[src/rtl/scalar_writeback_scoreboard_pkg.sv]
// Shared types and helpers for the scalar register-bank writeback path.
// r15 is the PC and is never tracked or written here.
package scalar_rf_pkg;

  localparam int BITS = 32;
  localparam logic [3:0] REG_PC = 4'hF;
  localparam int NUM_REGS = 15;

  typedef logic [3:0] reg_idx_t;

  typedef struct packed {
    reg_idx_t rd;
    logic [BITS-1:0] data;
  } wb_entry_t;

  function automatic logic is_pc(input reg_idx_t idx);
    return idx == REG_PC;
  endfunction

  // One-hot over r0..r14; the PC index never matches any bit.
  function automatic logic [NUM_REGS-1:0] reg_bit(input logic en, input reg_idx_t idx);
    logic [NUM_REGS-1:0] m;
    for (int i = 0; i < NUM_REGS; i++) begin
      m[i] = en & (idx == reg_idx_t'(i));
    end
    return m;
  endfunction

  function automatic logic pend_at(input logic [NUM_REGS-1:0] p, input reg_idx_t idx);
    return |(p & reg_bit(1'b1, idx));
  endfunction

endpackage

[src/rtl/scalar_writeback_scoreboard_wb_fifo.sv]
// Small synchronous FIFO holding load completions that lost write-port arbitration.
// Push and pop may occur together; a push while full is only taken alongside a pop.
module wb_fifo #(
  parameter int DEPTH = 2,
  parameter int W     = 36
) (
  input  logic         CLK,
  input  logic         RST_N,
  input  logic         push,
  input  logic         pop,
  input  logic [W-1:0] din,
  output logic [W-1:0] dout,
  output logic         full,
  output logic         empty
);

  localparam int PW = (DEPTH > 1) ? $clog2(DEPTH) : 1;
  localparam int CW = $clog2(DEPTH + 1);

  logic [W-1:0]  mem_r [DEPTH];
  logic [PW-1:0] rd_ptr_r;
  logic [PW-1:0] wr_ptr_r;
  logic [CW-1:0] count_r;
  logic          push_s;
  logic          pop_s;

  function automatic logic [PW-1:0] next_ptr(input logic [PW-1:0] p);
    return (p == PW'(DEPTH - 1)) ? {PW{1'b0}} : p + PW'(1);
  endfunction

  assign empty  = (count_r == {CW{1'b0}});
  assign full   = (count_r == CW'(DEPTH));
  assign pop_s  = pop & ~empty;
  assign push_s = push & (~full | pop_s);
  assign dout   = mem_r[rd_ptr_r];

  // Storage, pointers and occupancy
  always_ff @(posedge CLK or negedge RST_N) begin
    if (!RST_N) begin
      rd_ptr_r <= {PW{1'b0}};
      wr_ptr_r <= {PW{1'b0}};
      count_r  <= {CW{1'b0}};
      for (int i = 0; i < DEPTH; i++) begin
        mem_r[i] <= {W{1'b0}};
      end
    end else begin
      if (push_s) begin
        mem_r[wr_ptr_r] <= din;
        wr_ptr_r        <= next_ptr(wr_ptr_r);
      end
      if (pop_s) begin
        rd_ptr_r <= next_ptr(rd_ptr_r);
      end
      case ({push_s, pop_s})
        2'b10:   count_r <= count_r + CW'(1);
        2'b01:   count_r <= count_r - CW'(1);
        default: count_r <= count_r;
      endcase
    end
  end

endmodule

[src/rtl/scalar_writeback_scoreboard.sv]
// Scoreboard for r0..r14: stalls decode on RAW/WAW hazards and merges ALU and
// load completions onto the bank's single registered write port.
module scalar_writeback_scoreboard #(
  parameter int BITS  = 32,
  parameter int DEPTH = 2
) (
  input  logic            CLK,
  input  logic            RST_N,
  input  logic            ISSUE_VALID,
  input  logic            ISSUE_USE1,
  input  logic            ISSUE_USE2,
  input  logic [3:0]      ISSUE_RS1,
  input  logic [3:0]      ISSUE_RS2,
  input  logic            ISSUE_WE,
  input  logic [3:0]      ISSUE_RD,
  output logic            STALL,
  input  logic            ALU_VALID,
  input  logic [3:0]      ALU_RD,
  input  logic [BITS-1:0] ALU_DATA,
  input  logic            MEM_VALID,
  input  logic [3:0]      MEM_RD,
  input  logic [BITS-1:0] MEM_DATA,
  output logic            MEM_READY,
  output logic            WE3,
  output logic [3:0]      A3,
  output logic [BITS-1:0] WD3,
  output logic            BUSY,
  output logic            ERR
);

  import scalar_rf_pkg::*;

  localparam int EW = 4 + BITS;

  logic [NUM_REGS-1:0] pending_r;
  logic [NUM_REGS-1:0] pend_nxt_s;
  logic                we3_r;
  reg_idx_t            a3_r;
  logic [BITS-1:0]     wd3_r;
  logic                err_r;

  logic                fifo_full_s;
  logic                fifo_empty_s;
  logic [EW-1:0]       fifo_dout_s;
  reg_idx_t            head_rd_s;
  logic [BITS-1:0]     head_data_s;
  logic                push_s;
  logic                pop_s;
  logic                sel_s;
  reg_idx_t            sel_rd_s;
  logic [BITS-1:0]     sel_data_s;
  logic                alu_ok_s;
  logic                mem_acc_s;
  logic                mem_ok_s;
  logic                err_s;
  logic                issue_acc_s;

  wb_fifo #(.DEPTH(DEPTH), .W(EW)) u_fifo (
    .CLK   (CLK),
    .RST_N (RST_N),
    .push  (push_s),
    .pop   (pop_s),
    .din   ({MEM_RD, MEM_DATA}),
    .dout  (fifo_dout_s),
    .full  (fifo_full_s),
    .empty (fifo_empty_s)
  );

  assign {head_rd_s, head_data_s} = fifo_dout_s;

  assign STALL = ISSUE_VALID & ((ISSUE_USE1 & pend_at(pending_r, ISSUE_RS1)) |
                                (ISSUE_USE2 & pend_at(pending_r, ISSUE_RS2)) |
                                (ISSUE_WE   & pend_at(pending_r, ISSUE_RD)));
  assign issue_acc_s = ISSUE_VALID & ~STALL;
  assign MEM_READY   = ~fifo_full_s;
  assign BUSY        = |pending_r;
  assign WE3         = we3_r;
  assign A3          = a3_r;
  assign WD3         = wd3_r;
  assign ERR         = err_r;

  assign alu_ok_s  = ALU_VALID & ~is_pc(ALU_RD);
  assign mem_acc_s = MEM_VALID & ~fifo_full_s;
  assign mem_ok_s  = mem_acc_s & ~is_pc(MEM_RD);

  // Write-port arbitration: ALU, then oldest buffered load, then direct load
  always_comb begin
    sel_s      = 1'b0;
    sel_rd_s   = 4'h0;
    sel_data_s = {BITS{1'b0}};
    push_s     = 1'b0;
    pop_s      = 1'b0;
    if (alu_ok_s) begin
      sel_s      = 1'b1;
      sel_rd_s   = ALU_RD;
      sel_data_s = ALU_DATA;
      push_s     = mem_ok_s;
    end else if (!fifo_empty_s) begin
      sel_s      = 1'b1;
      sel_rd_s   = head_rd_s;
      sel_data_s = head_data_s;
      pop_s      = 1'b1;
      push_s     = mem_ok_s;
    end else if (mem_ok_s) begin
      sel_s      = 1'b1;
      sel_rd_s   = MEM_RD;
      sel_data_s = MEM_DATA;
    end else begin
      sel_s      = 1'b0;
    end
  end

  // A completion is legal only into a tracked register; the write in flight still counts as pending.
  assign err_s = (MEM_VALID & fifo_full_s) |
                 (ALU_VALID & (is_pc(ALU_RD) | ~pend_at(pending_r, ALU_RD))) |
                 (mem_acc_s & (is_pc(MEM_RD) | ~pend_at(pending_r, MEM_RD)));

  // Clear the register being written this cycle, then set the newly issued destination
  assign pend_nxt_s = (pending_r & ~reg_bit(we3_r, a3_r)) |
                      reg_bit(issue_acc_s & ISSUE_WE, ISSUE_RD);

  // Scoreboard, write port and sticky error state
  always_ff @(posedge CLK or negedge RST_N) begin
    if (!RST_N) begin
      pending_r <= {NUM_REGS{1'b0}};
      we3_r     <= 1'b0;
      a3_r      <= 4'h0;
      wd3_r     <= {BITS{1'b0}};
      err_r     <= 1'b0;
    end else begin
      pending_r <= pend_nxt_s;
      err_r     <= err_r | err_s;
      we3_r     <= sel_s;
      if (sel_s) begin
        a3_r  <= sel_rd_s;
        wd3_r <= sel_data_s;
      end
    end
  end

endmodule
[config.mk]
export PLATFORM = sky130hd
export DESIGN_NAME = scalar_writeback_scoreboard
export DESIGN_NICKNAME = d
export VERILOG_FILES = /design/src/rtl/scalar_writeback_scoreboard_pkg.sv /design/src/rtl/scalar_writeback_scoreboard_wb_fifo.sv /design/src/rtl/scalar_writeback_scoreboard.sv
export SDC_FILE = /design/constraint.sdc
export NUM_CORES = 1
export LEC_CHECK = 0
export CAP_MARGIN = 20
export CORE_UTILIZATION = 52
export DETAILED_ROUTE_END_ITERATION = 6
export PLACE_DENSITY = 0.9
export SYNTH_ARGS = -nofsm -noshare
export SYNTH_HDL_FRONTEND = slang
export SYNTH_SLANG_ARGS = --single-unit
[constraint.sdc]
create_clock -name CLK -period 2.9 [get_ports CLK]
set_input_delay 0.435 -clock CLK [delete_from_list [all_inputs] [get_ports CLK]]
set_output_delay 0.435 -clock CLK [all_outputs]
set_load 0.02 [all_outputs]
Word-level counts from Yosys, hierarchy flattened
Index checks and enable logic that the tools add are counted.
{"block": "classes", "n_addsub": 4, "mul": 0, "n_div": 0, "n_lt_le_gt_ge": 3, "n_eq_ne": 89, "shift": 0, "muxes": 22, "bitwise_logic": 69, "reduce_logical": 15}
{"op": "$eq A4 B4 Y1 const B", "count": 44}
{"op": "$mux W36", "count": 4}
{"op": "$eq A4 B3 Y1 const B", "count": 24}
{"op": "$mux W32", "count": 3}
{"op": "$and A15 B15 Y15", "count": 6}
{"op": "$reduce_or A15 Y1", "count": 6}
{"op": "$bwmux W72", "count": 1}
{"op": "$eq A4 B2 Y1 const B", "count": 12}
{"op": "$and A1 B1 Y1", "count": 44}
{"op": "$demux W36 S1", "count": 1}
{"op": "$eq A4 B1 Y1 const B", "count": 6}
{"op": "$logic_not A4 Y1", "count": 6}
{"op": "$not A15 Y15", "count": 1}
{"op": "$or A15 B15 Y15", "count": 1}
{"op": "$mux W4", "count": 3}
{"op": "$mux W1", "count": 9}
{"op": "$or A1 B1 Y1", "count": 8}
{"op": "$not A1 Y1", "count": 7}
{"op": "$eq A2 B2 Y1 const B", "count": 2}
{"op": "$ge A2 B2 Y1 const B", "count": 2}
{"op": "$not A1 Y2", "count": 2}
{"op": "$pmux W2 S2", "count": 1}
{"op": "$add A1 B1 Y1 const B", "count": 2}
{"op": "$add A2 B1 Y2 const B", "count": 1}
{"op": "other kinds (6)", "count": 6}
{"block": "totals", "regBits": 129, "latchBits": 0, "ramBits": 0, "mem_bits_ro": 0, "in_bits": 92, "output_inout_bits": 41, "memories": 0}

Logic depth before layout (Yosys ltp)
{"block": "depth", "ltp_word": 12, "mapped_depth": 9, "mapped_depth_nobuf": 8}

Hierarchy
From an unflattened synthesis, not the netlist that was laid out.
{"block": "unflattened", "cells_unflattened": 602, "hier_area_um2": 7133.1}
{"mod": "scalar_writeback_scoreboard", "n_inst": 1, "cells_each": 392, "area_each_um2": 3659.8, "seq_area_each_um2": 1326.3}
{"mod": "wb_fifo", "n_inst": 1, "cells_each": 210, "area_each_um2": 3473.3, "seq_area_each_um2": 1901.8}

Least setup slack after synthesis
Ideal clock, no wire load.
{"block": "synth_timing", "path_type": "input port to output port", "startpoint": "in ISSUE_RS2[0]", "endpoint": "out STALL", "arrival_time_ns": 1.967, "required_ns": 2.465, "slack_ns": 0.498, "path_stages": 7, "path_buffers": 2, "path_cell_list": "buf_6 > mux4_2 > and4b_1 > a31oi_2 > nand4_4 > buf_6 > o21a_1"}
{"block": "synth_between", "elab_chain_cells": 7}
{"element": "start: declaration", "line": "scalar_writeback_scoreboard.sv:13", "source": "input logic [3:0] ISSUE_RS2,"}
{"element": "$eq A4 B1 Y1, or another cell as far along", "line": "scalar_writeback_scoreboard_pkg.sv:24", "source": "m[i] = en & (idx == reg_idx_t'(i));"}
{"element": "$and A15 B15 Y15 *", "line": "scalar_writeback_scoreboard_pkg.sv:30", "source": "return |(p & reg_bit(1'b1, idx));"}
{"element": "$reduce_or A15 Y1 *", "line": "scalar_writeback_scoreboard_pkg.sv:30"}
{"element": "$and A1 B1 Y1 *", "line": "scalar_writeback_scoreboard.sv:72", "source": "(ISSUE_USE2 & pend_at(pending_r, ISSUE_RS2)) |"}
{"element": "$or A1 B1 Y1 *", "line": "scalar_writeback_scoreboard.sv:71", "source": "assign STALL = ISSUE_VALID & ((ISSUE_USE1 & pend_at(pending_r, ISSUE_RS1)) |"}
{"element": "$or A1 B1 Y1 *", "line": "scalar_writeback_scoreboard.sv:72"}
{"element": "$and A1 B1 Y1 *", "line": "scalar_writeback_scoreboard.sv:71"}
{"element": "end: declaration", "line": "scalar_writeback_scoreboard.sv:16", "source": "output logic STALL,"}
Mark *: on every way between the ends. The rest lies on a longest branch, timed or not.

Worst setup path after layout
{"block": "layout_timing", "startpoint": "in ISSUE_RD[3]", "endpoint": "out STALL"}
{"block": "layout_between", "elab_chain_cells": 6}
{"element": "start: declaration", "line": "scalar_writeback_scoreboard.sv:15", "source": "input logic [3:0] ISSUE_RD,"}
{"element": "$eq A4 B1 Y1, or another cell as far along", "line": "scalar_writeback_scoreboard_pkg.sv:24"}
{"element": "$and A15 B15 Y15 *", "line": "scalar_writeback_scoreboard_pkg.sv:30"}
{"element": "$reduce_or A15 Y1 *", "line": "scalar_writeback_scoreboard_pkg.sv:30"}
{"element": "$and A1 B1 Y1 *", "line": "scalar_writeback_scoreboard.sv:73", "source": "(ISSUE_WE & pend_at(pending_r, ISSUE_RD)));"}
{"element": "$or A1 B1 Y1 *", "line": "scalar_writeback_scoreboard.sv:72"}
{"element": "$and A1 B1 Y1 *", "line": "scalar_writeback_scoreboard.sv:71"}
Marked as above.

==> results.toml <==
[run_status]
outcome = "completed"

[timing]
setup_violations = 0
finalCriticalPeriod_ns = 2.77
fmax_mhz = 361
setup_tns_ns = 0
final-max-slew-violation-count = 0
finClkSkew_ns = 0.00822
tightest_slew_ns = 0.952
rsz0062_at_grt = "false"
finalCritPeriodShare_pct = 95.5
relSlewSlack_pct = 36.5
hold_ws_ns = 0.133
timing.final.hold_violations = 0

[min_path]
min_path_type = "input pin to async pin"

[worst_setup_path]
crit_fanout = 2
cp.arrival_ns = 2.34
path_class = "input pin to output port"
start_kind = "input pin"
crit_path_end_kind = "output port"
cp.required_ns = 2.47

[clocking]
cts-root-buf = "clkbuf_16"
clk_pin_slew_ns = 0.05
cts_buffers = 17
h-tree-depth = 4
cts_buffer_depth = 2
clock_latency_ns = 0.41
postCtsSetupRepairBufs = 0
cts_tree = "built"
cts.sinks = 129

[cells_and_area]
layoutNonFillerInstCount = 929
ff_latch_area_sq_um = 3230
diodes = 0
fin_util_pct = 70.8
nNetsFinal = 838
design_area_sq_um = 8930
area_growth_pct = 32.8
multi_input_area_sq_um = 3300
fillerInstances = 904
drive_gt1_share_pct = 21.1

[floorplanning]
initial_utilization_pct = 53.3
dieWidth_microns = 116
design.die.area_sq_um = 13400
fp.dieH_microns = 116
core-area_sq_um = 12600
io_pins = 133
row_count = 41

[drt]
drt_wl_total_microns = 18100
vias = 5626
drc_errors = 0
drt_iter0_markers = 426
wl_per_cell_microns = 19.4
antenna_left = 0
viasPerCell = 6.06
dr.pass1.iters = 5

[yosys]
synth_cell_types = 54
syn-num-nets = 699
synth.cell_area_sq_um = 6730
synth_top_area_share_pct = 48.0
netlist_instances = 606
syn_area_per_cell_sq_um = 11.1
ys.flop_type = "dfrtp_1"
yosysMostFrequentCell = "dfrtp_1"
seq_area_frac_synth_pct = 48.0
synth_top_area_cell = "dfrtp_1"
synthArstFlopShare_pct = 100
ys_ff_latch = 129
synthTopCellsByCount = "dfrtp_1 (129), mux2_2 (72), mux2i_1 (46), o21ai_0 (46), nand2_1 (42)"
synth_warnings = 0
synth-edff-count = 0
yosys-top-cells-area = "dfrtp_1 (48%), mux2_2 (12%), mux2i_1 (6.8%)"

[global_route]
grt_use_met2_pct = 48.1
grt.overflow.total = 0
grt_usage_pct = 28.3
grt_pass1_vias = 5942
busiest_layer = "met2"
use_met1_pct = 33.5
use_met3_pct = 8.05
grt_pass1_wl_microns = 29100
grt_start_max_net_pins = 74
antenna_found_initial = 0

[placed_design]
io_buffers = 132
dpl-instance-area_sq_um = 8390
placed_cells = 898
gp_congestion = 0.916
hpwlAfterDp_microns = 12100

[pwr]
peakVddDrop_mv = 0.645
power_leakage_nw = 3.65
powerDensity_nw_per_um2 = 1060

[job]
cap_violations = 0
cell type report:
type                       instances  area share, %
sequential                       129           36.2
inverter                           5          0.210
tap                              172           2.41
multi-input combinational        425           36.9
clock buffer                      24           5.39
timing repair buffer             167           18.2
clock inverter                     7          0.673
flip-flops by register name (all words and copies together), names as in the netlist:
signal,cells
A3,4
ERR,1
WD3,32
WE3,1
pending_r,15
u_fifo.count_r,2
u_fifo.mem_r,72
u_fifo.rd_ptr_r,1
u_fifo.wr_ptr_r,1
layout by cell type, fill, tap and decap left out, types with 15 or more instances in the layout:
cell type	n
clkbuf_16	17
mux2i_1	46
buf_4	32
nand2_1	42
o21ai_0	46
a211oi_1	32
mux2_2	72
nor2_1	39
clkdlybuf4s50_1	128
a21oi_1	37
dfrtp_1	126
o41ai_1	15
through the flow:
| step | total power, mW | worst slack [ns] |
|---|---|---|
| 2_1_floorplan | 5.82 | 0.498 |
| 3_3_place_gp | 7.15 | -0.333 |
| 3_5_place_dp | 7.39 | -0.391 |
| 4_1_cts | 9.44 | 0.0241 |
| 5_1_grt | 9.93 | 0.0694 |
| 6_report | 9.42 | 0.130 |
per-layer routing:
layer  share of wire (%)  wire (microns)
met4                 3.3             593
met3                 8.0            1450
met5                   0               0
met2                  49            8930
met1                  39            7080
logic make-up (layout without fill, tap and decap cells):
logic type | Yosys count | after routing | share of synthesized area, %
XOR/XNOR | 5 | 5 | 0.651
multiplexers | 132 | 132 | 23.2
flip-flops | 129 | 129 | 48.0
adder cells (fa/ha/maj) | 1 | 1 | 0.186
AO/OA/AOI/OAI | 159 | 159 | 15.1
AND/OR/NAND/NOR | 128 | 128 | 9.58
buffers and inverters | 52 | 203 | 3.29
worst max-delay path, stage by stage:
cell             delay [ns]
clkdlybuf4s50_1        0.50
mux2_1                 0.34
a32o_1                 0.29
a2111oi_4              0.30
a21boi_0               0.14
o21a_1                 0.19
clkbuf_2               0.15
path summary, 6_finish.rpt:
check / endpoint / slack (ns) / cells past startpoint / start
min in group CLK: WD3[2]$_DFFE_PN0P_ / 0.48 / 2 / WD3[2]$_DFFE_PN0P_
max: STALL / 0.13 / 7 / ISSUE_RD[3]
max in group asynchronous: WD3[14]$_DFFE_PN0P_ / 2.01 / 2 / RST_N
max reg2reg: pending_r[6]$_DFF_PN0_ / 0.55 / 6 / pending_r[4]$_DFF_PN0_
min reg2reg: WD3[2]$_DFFE_PN0P_ / 0.48 / 2 / WD3[2]$_DFFE_PN0P_
min: u_fifo.mem_r[24]$_DFFE_PN0P_ / 0.13 / 1 / RST_N
report_power, final:
group          leakage [nW]  switching (mW)  internal (mW)  total (mW)
combinational          1.83            1.98           2.07        4.05
sequential             1.54           0.705           2.70        3.41
clock                 0.273           0.729           1.23        1.96
repair_timing:
item | in CTS | in global routing
resized for setup | 8 | 1
hold buffers | 0 | 0
setup endpoints to repair | 1 | 1
(Power assumes the default switching activity.)
